===== src/rtl/imm_decode_stage.sv =====
// RISC-V immediate generator between fetch and decode. It classifies each
// instruction by opcode and produces the sign-extended immediate. The stage uses
// a 2-entry skid buffer behind a registered in_ready.
module imm_decode_stage #(
    parameter int XLEN     = 32,
    parameter int RV64_OPS = 0
) (
    input  logic            CLK,
    input  logic            RESET_N,
    input  logic            flush,
    input  logic            in_valid,
    output logic            in_ready,
    input  logic [31:0]     in_inst,
    input  logic [XLEN-1:0] in_pc,
    output logic            out_valid,
    input  logic            out_ready,
    output logic [XLEN-1:0] out_imm,
    output logic [2:0]      out_fmt,
    output logic            out_illegal,
    output logic [31:0]     out_inst,
    output logic [XLEN-1:0] out_pc
);

    localparam logic [2:0] FMT_R   = 3'd0;
    localparam logic [2:0] FMT_I   = 3'd1;
    localparam logic [2:0] FMT_S   = 3'd2;
    localparam logic [2:0] FMT_B   = 3'd3;
    localparam logic [2:0] FMT_U   = 3'd4;
    localparam logic [2:0] FMT_J   = 3'd5;
    localparam logic [2:0] FMT_ILL = 3'd7;

    // The 32-bit-word ops (OP-32, OP-IMM-32) only exist on a 64-bit datapath.
    localparam bit RV64_EN = (XLEN == 64) && (RV64_OPS != 0);

    typedef enum logic [1:0] {
        EMPTY = 2'd0,
        ONE   = 2'd1,
        TWO   = 2'd2
    } state_t;

    state_t state_reg, state_next;

    logic            s_bit;
    logic [XLEN-1:0] imm_i, imm_s, imm_b, imm_u, imm_j;
    logic [XLEN-1:0] dec_imm;
    logic [2:0]      dec_fmt;
    logic            dec_illegal;

    assign s_bit = in_inst[31];
    assign imm_i = {{(XLEN-11){s_bit}}, in_inst[30:20]};
    assign imm_s = {{(XLEN-11){s_bit}}, in_inst[30:25], in_inst[11:7]};
    assign imm_b = {{(XLEN-12){s_bit}}, in_inst[7], in_inst[30:25], in_inst[11:8], 1'b0};
    assign imm_u = {{(XLEN-31){s_bit}}, in_inst[30:12], 12'b0};
    assign imm_j = {{(XLEN-20){s_bit}}, in_inst[19:12], in_inst[20], in_inst[30:21], 1'b0};

    always_comb begin
        dec_fmt     = FMT_ILL;
        dec_illegal = 1'b1;
        dec_imm     = '0;
        case (in_inst[6:0])
            7'b0110011: begin
                dec_fmt     = FMT_R;
                dec_illegal = 1'b0;
            end
            7'b0111011: begin
                if (RV64_EN) begin
                    dec_fmt     = FMT_R;
                    dec_illegal = 1'b0;
                end
            end
            7'b0000011, 7'b0010011, 7'b1100111, 7'b1110011, 7'b0001111: begin
                dec_fmt     = FMT_I;
                dec_illegal = 1'b0;
                dec_imm     = imm_i;
            end
            7'b0011011: begin
                if (RV64_EN) begin
                    dec_fmt     = FMT_I;
                    dec_illegal = 1'b0;
                    dec_imm     = imm_i;
                end
            end
            7'b0100011: begin
                dec_fmt     = FMT_S;
                dec_illegal = 1'b0;
                dec_imm     = imm_s;
            end
            7'b1100011: begin
                dec_fmt     = FMT_B;
                dec_illegal = 1'b0;
                dec_imm     = imm_b;
            end
            7'b0110111, 7'b0010111: begin
                dec_fmt     = FMT_U;
                dec_illegal = 1'b0;
                dec_imm     = imm_u;
            end
            7'b1101111: begin
                dec_fmt     = FMT_J;
                dec_illegal = 1'b0;
                dec_imm     = imm_j;
            end
            default: begin
                dec_fmt     = FMT_ILL;
                dec_illegal = 1'b1;
                dec_imm     = '0;
            end
        endcase
    end

    logic            accept, drain;
    logic            load_new_main, load_skid_main, load_new_skid;

    logic [XLEN-1:0] skid_imm_reg;
    logic [2:0]      skid_fmt_reg;
    logic            skid_illegal_reg;
    logic [31:0]     skid_inst_reg;
    logic [XLEN-1:0] skid_pc_reg;

    assign accept = in_valid & in_ready;
    assign drain  = out_valid & out_ready;

    always_comb begin
        state_next     = state_reg;
        load_new_main  = 1'b0;
        load_skid_main = 1'b0;
        load_new_skid  = 1'b0;
        if (flush) begin
            state_next = EMPTY;
        end else begin
            case (state_reg)
                EMPTY: begin
                    if (accept) begin
                        state_next    = ONE;
                        load_new_main = 1'b1;
                    end
                end
                ONE: begin
                    if (accept && drain) begin
                        load_new_main = 1'b1;
                    end else if (accept) begin
                        state_next    = TWO;
                        load_new_skid = 1'b1;
                    end else if (drain) begin
                        state_next = EMPTY;
                    end
                end
                TWO: begin
                    if (drain) begin
                        state_next     = ONE;
                        load_skid_main = 1'b1;
                    end
                end
                default: state_next = EMPTY;
            endcase
        end
    end

    always_ff @(posedge CLK or negedge RESET_N) begin
        if (!RESET_N) begin
            state_reg <= EMPTY;
            in_ready  <= 1'b1;
            out_valid <= 1'b0;
        end else begin
            state_reg <= state_next;
            // Registered ready: precomputed from the state being entered.
            in_ready  <= (state_next != TWO);
            out_valid <= (state_next != EMPTY);
        end
    end

    always_ff @(posedge CLK or negedge RESET_N) begin
        if (!RESET_N) begin
            out_imm     <= '0;
            out_fmt     <= '0;
            out_illegal <= 1'b0;
            out_inst    <= '0;
            out_pc      <= '0;
        end else if (load_new_main) begin
            out_imm     <= dec_imm;
            out_fmt     <= dec_fmt;
            out_illegal <= dec_illegal;
            out_inst    <= in_inst;
            out_pc      <= in_pc;
        end else if (load_skid_main) begin
            out_imm     <= skid_imm_reg;
            out_fmt     <= skid_fmt_reg;
            out_illegal <= skid_illegal_reg;
            out_inst    <= skid_inst_reg;
            out_pc      <= skid_pc_reg;
        end
    end

    always_ff @(posedge CLK or negedge RESET_N) begin
        if (!RESET_N) begin
            skid_imm_reg     <= '0;
            skid_fmt_reg     <= '0;
            skid_illegal_reg <= 1'b0;
            skid_inst_reg    <= '0;
            skid_pc_reg      <= '0;
        end else if (load_new_skid) begin
            skid_imm_reg     <= dec_imm;
            skid_fmt_reg     <= dec_fmt;
            skid_illegal_reg <= dec_illegal;
            skid_inst_reg    <= in_inst;
            skid_pc_reg      <= in_pc;
        end
    end

endmodule

===== config.mk =====
export PLATFORM = sky130hd
export DESIGN_NAME = imm_decode_stage
export DESIGN_NICKNAME = d
export VERILOG_FILES = /design/src/rtl/imm_decode_stage.sv
export SDC_FILE = /design/constraint.sdc
export NUM_CORES = 1
export LEC_CHECK = 0
export CELL_PAD_IN_SITES_DETAIL_PLACEMENT = 0
export CELL_PAD_IN_SITES_GLOBAL_PLACEMENT = 1
export CORE_MARGIN = 2
export CORE_UTILIZATION = 35
export CTS_CLUSTER_DIAMETER = 50
export DETAILED_ROUTE_END_ITERATION = 8
export PLACE_DENSITY = 0.72
export SLEW_MARGIN = 20
export SYNTH_ARGS = -nofsm -noshare
export SYNTH_HDL_FRONTEND = slang
export SYNTH_SLANG_ARGS = --single-unit

===== constraint.sdc =====
create_clock -name CLK -period 5 [get_ports CLK]
set_clock_uncertainty 0.15 [all_clocks]
set_input_delay 1 -clock CLK [delete_from_list [all_inputs] [get_ports CLK]]
set_output_delay 1 -clock CLK [all_outputs]
set_load 0.05 [all_outputs]

**Word level (Yosys, flattened, before mapping)**

Cells that the tools add are included.
Widths: inputs -> output; s select.

- Register bits after elaboration: 204
- Word-level logic and storage cells: 66
- Input port bits: 69

- Mux-type cells: 30
- Reduce and logical (&&, ||, !) cells: 7
- Bitwise operators: 2
- Equal/unequal tests: 14

Operator list:

| operator | count |
|---|---|
| $mux 32 | 6 |
| $pmux 32 s5 | 1 |
| $eq 7x7->1 const B | 4 |
| $eq 7x6->1 const B | 3 |
| $pmux 3 s6 | 1 |
| $eq 7x5->1 const B | 2 |
| $mux 1 | 12 |
| $mux 2 | 6 |
| $reduce_or 11->1 | 1 |
| $eq 7x2->1 const B | 1 |
| $eq 7x4->1 const B | 1 |
| $mux 3 | 2 |
| $pmux 2 s3 | 1 |
| $reduce_or 5->1 | 1 |
| $reduce_bool 2->1 | 2 |
| $and 1x1->1 | 2 |
| $eq 2x1->1 const B | 1 |
| $eq 2x2->1 const B | 1 |
| $logic_not 2->1 | 1 |
| $ne 2x2->1 const B | 1 |
| $pmux 1 s2 | 1 |
| $reduce_or 2->1 | 1 |
| $logic_and 1x1->1 | 1 |

**Logic depth before layout (Yosys ltp)**

Gate-level depths: netlist of the first run.

- Word-level depth: 7
- Mapped depth: 7
- Mapped depth without buffers: 5

**Worst setup path after synthesis of the first run**

OpenSTA, ideal clock, no wires.

- Kind: in2reg
- Start point: in in_inst[3]
- End point: reg out_imm[21]
- Library setup time: 0.067 ns
- Setup slack: 2.556 ns
- Data arrival time: 2.227 ns
- Stages: 6
- Cell sequence: buf_4 -> a2111oi_4 -> and3b_4 -> or3_4 -> buf_6 -> nand2_1

- Word-level cells in the longest chain between the ends: 4

RTL lines:

| element | line | source |
|---|---|---|
| from (decl) | 13 | `input logic [31:0] in_inst,` |
| $eq 7x2->1 (tied with other cells) | 60 | `case (in_inst[6:0])` |
| $reduce_or 5->1 / $reduce_or 2->1 (equally long branches) | n/a |  |
| $pmux 32 s5 (*) | 60 |  |
| $mux 32 (*) | 179 | `end else if (load_new_main) begin` |
| to (signal assigned) | 180 | `out_imm <= dec_imm;` |
| to (signal assigned) | 186 | `out_imm <= skid_imm_reg;` |
| to (decl) | 17 | `output logic [XLEN-1:0] out_imm,` |

Every way passes the cells marked *; elsewhere a longest branch is shown, timed or not.
A chain may end at the register's enable or synchronous reset.

**Worst setup path in the final report of the first run**

- Start point: in out_ready
- End point: reg out_imm[22]

- Word-level cells in the longest chain between the ends: 6

RTL lines:

| element | line | source |
|---|---|---|
| from (decl) | 16 | `input logic out_ready,` |
| $and 1x1->1 (*) | 121 | `assign drain = out_valid & out_ready;` |
| $logic_and 1x1->1 | 139 | `if (accept && drain) begin` |
| $mux 1 | 139 |  |
| $pmux 1 s2 | 131 | `case (state_reg)` |
| $mux 1 | 128 | `if (flush) begin` |
| $mux 32 / $reduce_bool 2->1 (equally long branches) | n/a |  |

Marked as above.

==> impl_metrics.tcl, run 1 <==
set metrics [dict create \
    postCtsSetupBuffers 0 \
    ctsHoldBuffers 0 \
    clkLatencyLatePin_ns 0.53 \
    clk_pin_slew_worst_paths_ns 0.06 \
    chipHeight_um 161 \
    ys_ff_latch 204 \
    drtPass1Iterations 5 \
    hold_viol 0 \
    dp_hpwl_mm 15.1 \
    ctsRootBufferMaster "clkbuf_16" \
    worstSetupPathType "in -> reg" \
    synth_area_per_cell_um2 9.14 \
    place_inst 1387 \
    syn_inst 949 \
    final_cell_count_no_fill 1434 \
    yosysWarnings 0 \
    grtUsageTotal_pct 18.7 \
    r2r_start "state_reg[0]" \
    grt_pass1_vias 7015 \
    async_reset_ff_share_pct 100 \
    dpl_cell_area_mm2 0.0106 \
    final_cell_mix "nand2_1 (373), dfrtp_1 (203), clkdlybuf4s50_1 (169)" \
    clk_path_buf_depth 3 \
    htree_levels 1 \
    critPathCaptureType "flop" \
    area_growth_pct 32.6 \
    crit_fanout 43 \
    holdPathStages 2 \
    remaining_drc_errors 0 \
    reg2reg_to "out_imm[22]" \
    io_pins 171 \
    core_mm2 0.0243 \
    place_congestion 0.800 \
    ant_nets 0 \
    post-route-util_pct 47.3 \
    setup_viol 0 \
    regToRegSetupSlack_ns 2.30 \
    outcome "finished, final reports clean" \
    drv_slew 0 \
    worstPathRequired_ns 5.26 \
    drt-initial-drc-count 461 \
    final_area_mm2 0.0115 \
    crit_end "out_imm[22]" \
    ys_types 48 \
    diodes 0 \
    min_path_type "reg -> reg" \
    cts_sinks 204 \
    grt_pass1_wl_mm 39.2 \
    vias 7149 \
    grt_max_degree 93 \
    ir_worst_vdd_uv 296 \
    period_needed_ns 3.18 \
    power_density_mw_per_mm2 603 \
    nets 1162 \
    worst_pin_slew_ns 0.797 \
    crit_arrival_ns 3.44 \
    antenna_found_initial 0 \
    wirelength_mm 24.3 \
    slew_headroom_pct 46.6 \
    gr-total-overflow 0 \
    synth_edf_count 0 \
    layout_commonest_cell "nand2_1" \
    wl_per_cell_um 16.9 \
    rsz0062_at_grt "false" \
    cts_resized 0 \
    yosysSeqAreaShare_pct 58.9 \
    final_layout_size_suffix_gt1_share_pct 6.58 \
    start_util_pct 35.7 \
    synth_nets 1018 \
    crit_start "out_ready" \
    timing.final.crit_share_pct 63.5 \
    viasPerCell 4.99 \
    leakagePower_uw 0.00518 \
    ys.flop_type "dfrtp_1" \
    critPathLaunchType "input pin" \
    portBuffers 170 \
    cts_buffers 27 \
    ff2ff_path_depth 7 \
    setup_tns_ns 0 \
    cts_tree "yes" \
    clock.fmax_mhz 315 \
    die_w_um 161 \
    core.rowCount 57 \
    max_cap_viol_count 0 \
    dieArea_mm2 0.0260 \
    synth_area_mm2 0.00867 \
]
## worst min path at each step
stage / startpoint / end
2_1_floorplan: skid_inst_reg[0] / skid_inst_reg[0]
3_3_place_gp: skid_pc_reg[19] / skid_pc_reg[19]
3_5_place_dp: out_inst[22] / out_inst[22]
4_1_cts: skid_pc_reg[9] / skid_pc_reg[9]
5_1_grt: skid_pc_reg[2] / skid_pc_reg[2]
6_report: skid_inst_reg[0] / skid_inst_reg[0]
## Yosys cell counts (2+ instances only)
| library cell | count | area (um2) |
|---|---|---|
| a21o_1 | 6 | 45.0 |
| a21oi_1 | 28 | 140 |
| a222oi_1 | 11 | 110 |
| a22o_1 | 12 | 105 |
| a22oi_1 | 32 | 240 |
| a31oi_1 | 56 | 350 |
| and2_1 | 3 | 18.8 |
| buf_1 | 3 | 11.3 |
| buf_2 | 31 | 155 |
| buf_4 | 6 | 45.0 |
| buf_6 | 2 | 22.5 |
| clkbuf_1 | 25 | 93.8 |
| dfrtp_1 | 203 | 5080 |
| inv_1 | 4 | 15.0 |
| nand2_1 | 375 | 1410 |
| nand2b_1 | 5 | 31.3 |
| nand3_1 | 3 | 15.0 |
| nor2_1 | 71 | 267 |
| nor3_1 | 5 | 25.0 |
| nor3_2 | 2 | 20.0 |
| o21ai_0 | 36 | 180 |
| o21ai_1 | 2 | 10.0 |
| o22ai_1 | 2 | 12.5 |
| xor2_1 | 2 | 17.5 |
## power by group
part / total (uW) / switching [uW] / internal, uW
Clock: 1940 / 730 / 1210
Combinational: 2420 / 1600 / 823
Sequential: 2580 / 331 / 2250
## metrics by stage
| step | setup slack, ns | total power (uW) | hold WS [ns] |
|---|---|---|---|
| floorplan | 2.56 | 4170 | 0.296 |
| global placement | 1.32 | 5000 | 0.307 |
| CTS | 1.78 | 7000 | 0.326 |
| global route | 1.56 | 7340 | 0.341 |
| finish | 1.82 | 6940 | 0.323 |
| detailed placement | 1.26 | 5030 | 0.311 |
## logic make-up (layout without fill, tap and decap cells)
group	count (synthesis)	count (layout)	synth area share, %
compound gates	198	198	15.4
xor+xnor	2	2	0.202
buf+inv	71	232	3.95
flops	204	204	58.9
simple gates	474	474	21.6
## per-layer routing
metal,GRT usage [%],vias up,routed length [um]
met1,26.6,3412,11300
met4,4.71,0,524
li1,-,3474,-
met2,29.0,228,10900
met3,4.06,35,1600
met5,0,-,0
## worst max-delay path: stages
cell and delay [ns]:
clkdlybuf4s50_1 0.44, a21boi_2 0.35, nand2b_4 0.45, buf_4 0.50, nor3_1 0.13, buf_4 0.20
a222oi_1 0.24, nand2_1 0.10
## cell type report
cell class | instances | area (um2)
fill | 2297 | 12800
inverter | 4 | 15.0
multi-input combinational | 674 | 3260
clock buffer | 37 | 753
clock inverter | 9 | 144
tap | 324 | 405
timing repair buffer | 182 | 1820
sequential | 204 | 5110
Power figures use the tool's default switching activity.
==> run 2, diff against run 1 <==
- PLACE_DENSITY: 0.72 -> 0.75
- clock period: 5 -> 2.6 ns (I/O delays scaled with it)
==> run 2 against run 1 <==
Against the previous run:
- first-iteration DRC count up 24%
- critical path depth fell by 7
- cell count is 2.7% higher
- hold slack worse by 0.0016 ns
- sequential share of layout area down 1.4 points
- utilization is 1.6 points higher
- count of clock-buffer cells in the layout increased by 1
==> impl_metrics.tcl, run 2 (synthesized netlist as in run 1, its figures left out) <==
set metrics [dict create \
    layout_commonest_cell "nand2_1" \
    worstPathRequired_ns 1.93 \
    core_mm2 0.0243 \
    period_needed_ns 2.52 \
    io_pins 171 \
    dp_hpwl_mm 15.8 \
    clk_pin_slew_worst_paths_ns 0.06 \
    place_inst 1419 \
    slowest_stage "clkdlybuf4s50_1" \
    remaining_drc_errors 0 \
    clock.fmax_mhz 396 \
    grt_pass1_wl_mm 40.2 \
    chipHeight_um 161 \
    cp_top_family "buffers and inverters" \
    max_stage_delay_ns 0.80 \
    ir_worst_vdd_uv 591 \
    dieArea_mm2 0.0260 \
    r2r_start "in_ready" \
    vias 7353 \
    wl_per_cell_um 16.9 \
    final_cell_count_no_fill 1473 \
    viasPerCell 4.99 \
    clk_path_buf_depth 3 \
    setup_viol 0 \
    timing.final.crit_share_pct 97.0 \
    drtPass1Iterations 5 \
    critPathCaptureType "output pin" \
    ctsRootBufferMaster "clkbuf_16" \
    crit_start "in_ready" \
    portBuffers 170 \
    wirelength_mm 24.9 \
    worstSetupPathType "reg -> out" \
    area_growth_pct 37.1 \
    start_util_pct 35.7 \
    worst_pin_slew_ns 0.580 \
    crit_arrival_ns 1.85 \
    max_cap_viol_count 0 \
    drv_slew 0 \
    grtUsageTotal_pct 19.1 \
    path_cells "clkdlybuf4s50_1" \
    power_density_mw_per_mm2 1140 \
    final_cell_mix "nand2_1 (373), dfrtp_1 (203), clkdlybuf4s50_1 (169)" \
    cp.depth 1 \
    die_w_um 161 \
    cts_buffers 29 \
    place_congestion 0.803 \
    crit_fanout 3 \
    rsz0062_at_grt "false" \
    diodes 0 \
    dpl_cell_area_mm2 0.0109 \
    critPathLaunchType "flop" \
    timing.critical_path.buf_inv 1 \
    holdPathStages 2 \
    regToRegSetupSlack_ns 0.61 \
    leakagePower_uw 0.00538 \
    cts_sinks 204 \
    final_layout_size_suffix_gt1_share_pct 9.57 \
    gr-total-overflow 0 \
    cts_tree "yes" \
    clkLatencyLatePin_ns 0.53 \
    outcome "finished, final reports clean" \
    core.rowCount 57 \
    grt_max_degree 73 \
    ff2ff_path_depth 5 \
    grt_pass1_vias 7275 \
    final_area_mm2 0.0119 \
    hold_start "skid_pc_reg[10]" \
    antenna_found_initial 0 \
    min_path_type "reg -> reg" \
    drt-initial-drc-count 573 \
    postCtsSetupBuffers 0 \
    nets 1196 \
    slew_headroom_pct 61.2 \
    htree_levels 1 \
    ant_nets 0 \
    hold_viol 0 \
]
-- run 2: repair_timing --
action                    4_1_cts  5_1_grt
gates resized for setup         0        0
hold buffers                    1        0
hold endpoints to repair       48        0
-- run 2: layout make-up --
cell class | instances | area, um2
fill | 2346 | 12400
sequential | 204 | 5110
multi-input combinational | 674 | 3260
timing repair buffer | 214 | 2150
clock buffer | 38 | 779
tap | 324 | 405
clock inverter | 15 | 165
inverter | 4 | 15.0
-- run 2: worst paths after layout --
kind,end
worst max-delay path,in_ready
worst min-delay path,skid_pc_reg[10]
worst max register to register,out_inst[1]
worst min register to register,skid_pc_reg[10]
max in group asynchronous,skid_inst_reg[28]
min in group asynchronous,out_pc[13]
-- run 2: power by group --
group          internal, uW  switching, uW  total, uW
Clock                  2340           1500       3830
Sequential             4330            638       4970
Combinational          1640           3080       4720
-- run 2: metrics by stage --
stage	worst slack (ns)	utilization, %	hold WS (ns)	TNS, ns	power (uW)
detailed placement	-0.00378	44.9	0.312	-0.00378	9770
global placement	-0.00493	44.9	0.307	-0.0111	9690
CTS	0.0523	48.9	0.326	0	13700
floorplan	0.460	-	0.0744	0	8020
finish	0.0777	48.9	0.322	0	13500
global route	0.0350	48.9	0.338	0	14300
-- run 2: metal layers --
| metal | share of wire [%] | global-route usage, % |
|---|---|---|
| met4 | 1.8 | 4.06 |
| met3 | 7.0 | 4.01 |
| met2 | 45 | 30.2 |
| met1 | 46 | 27.1 |
| met5 | 0 | 0 |
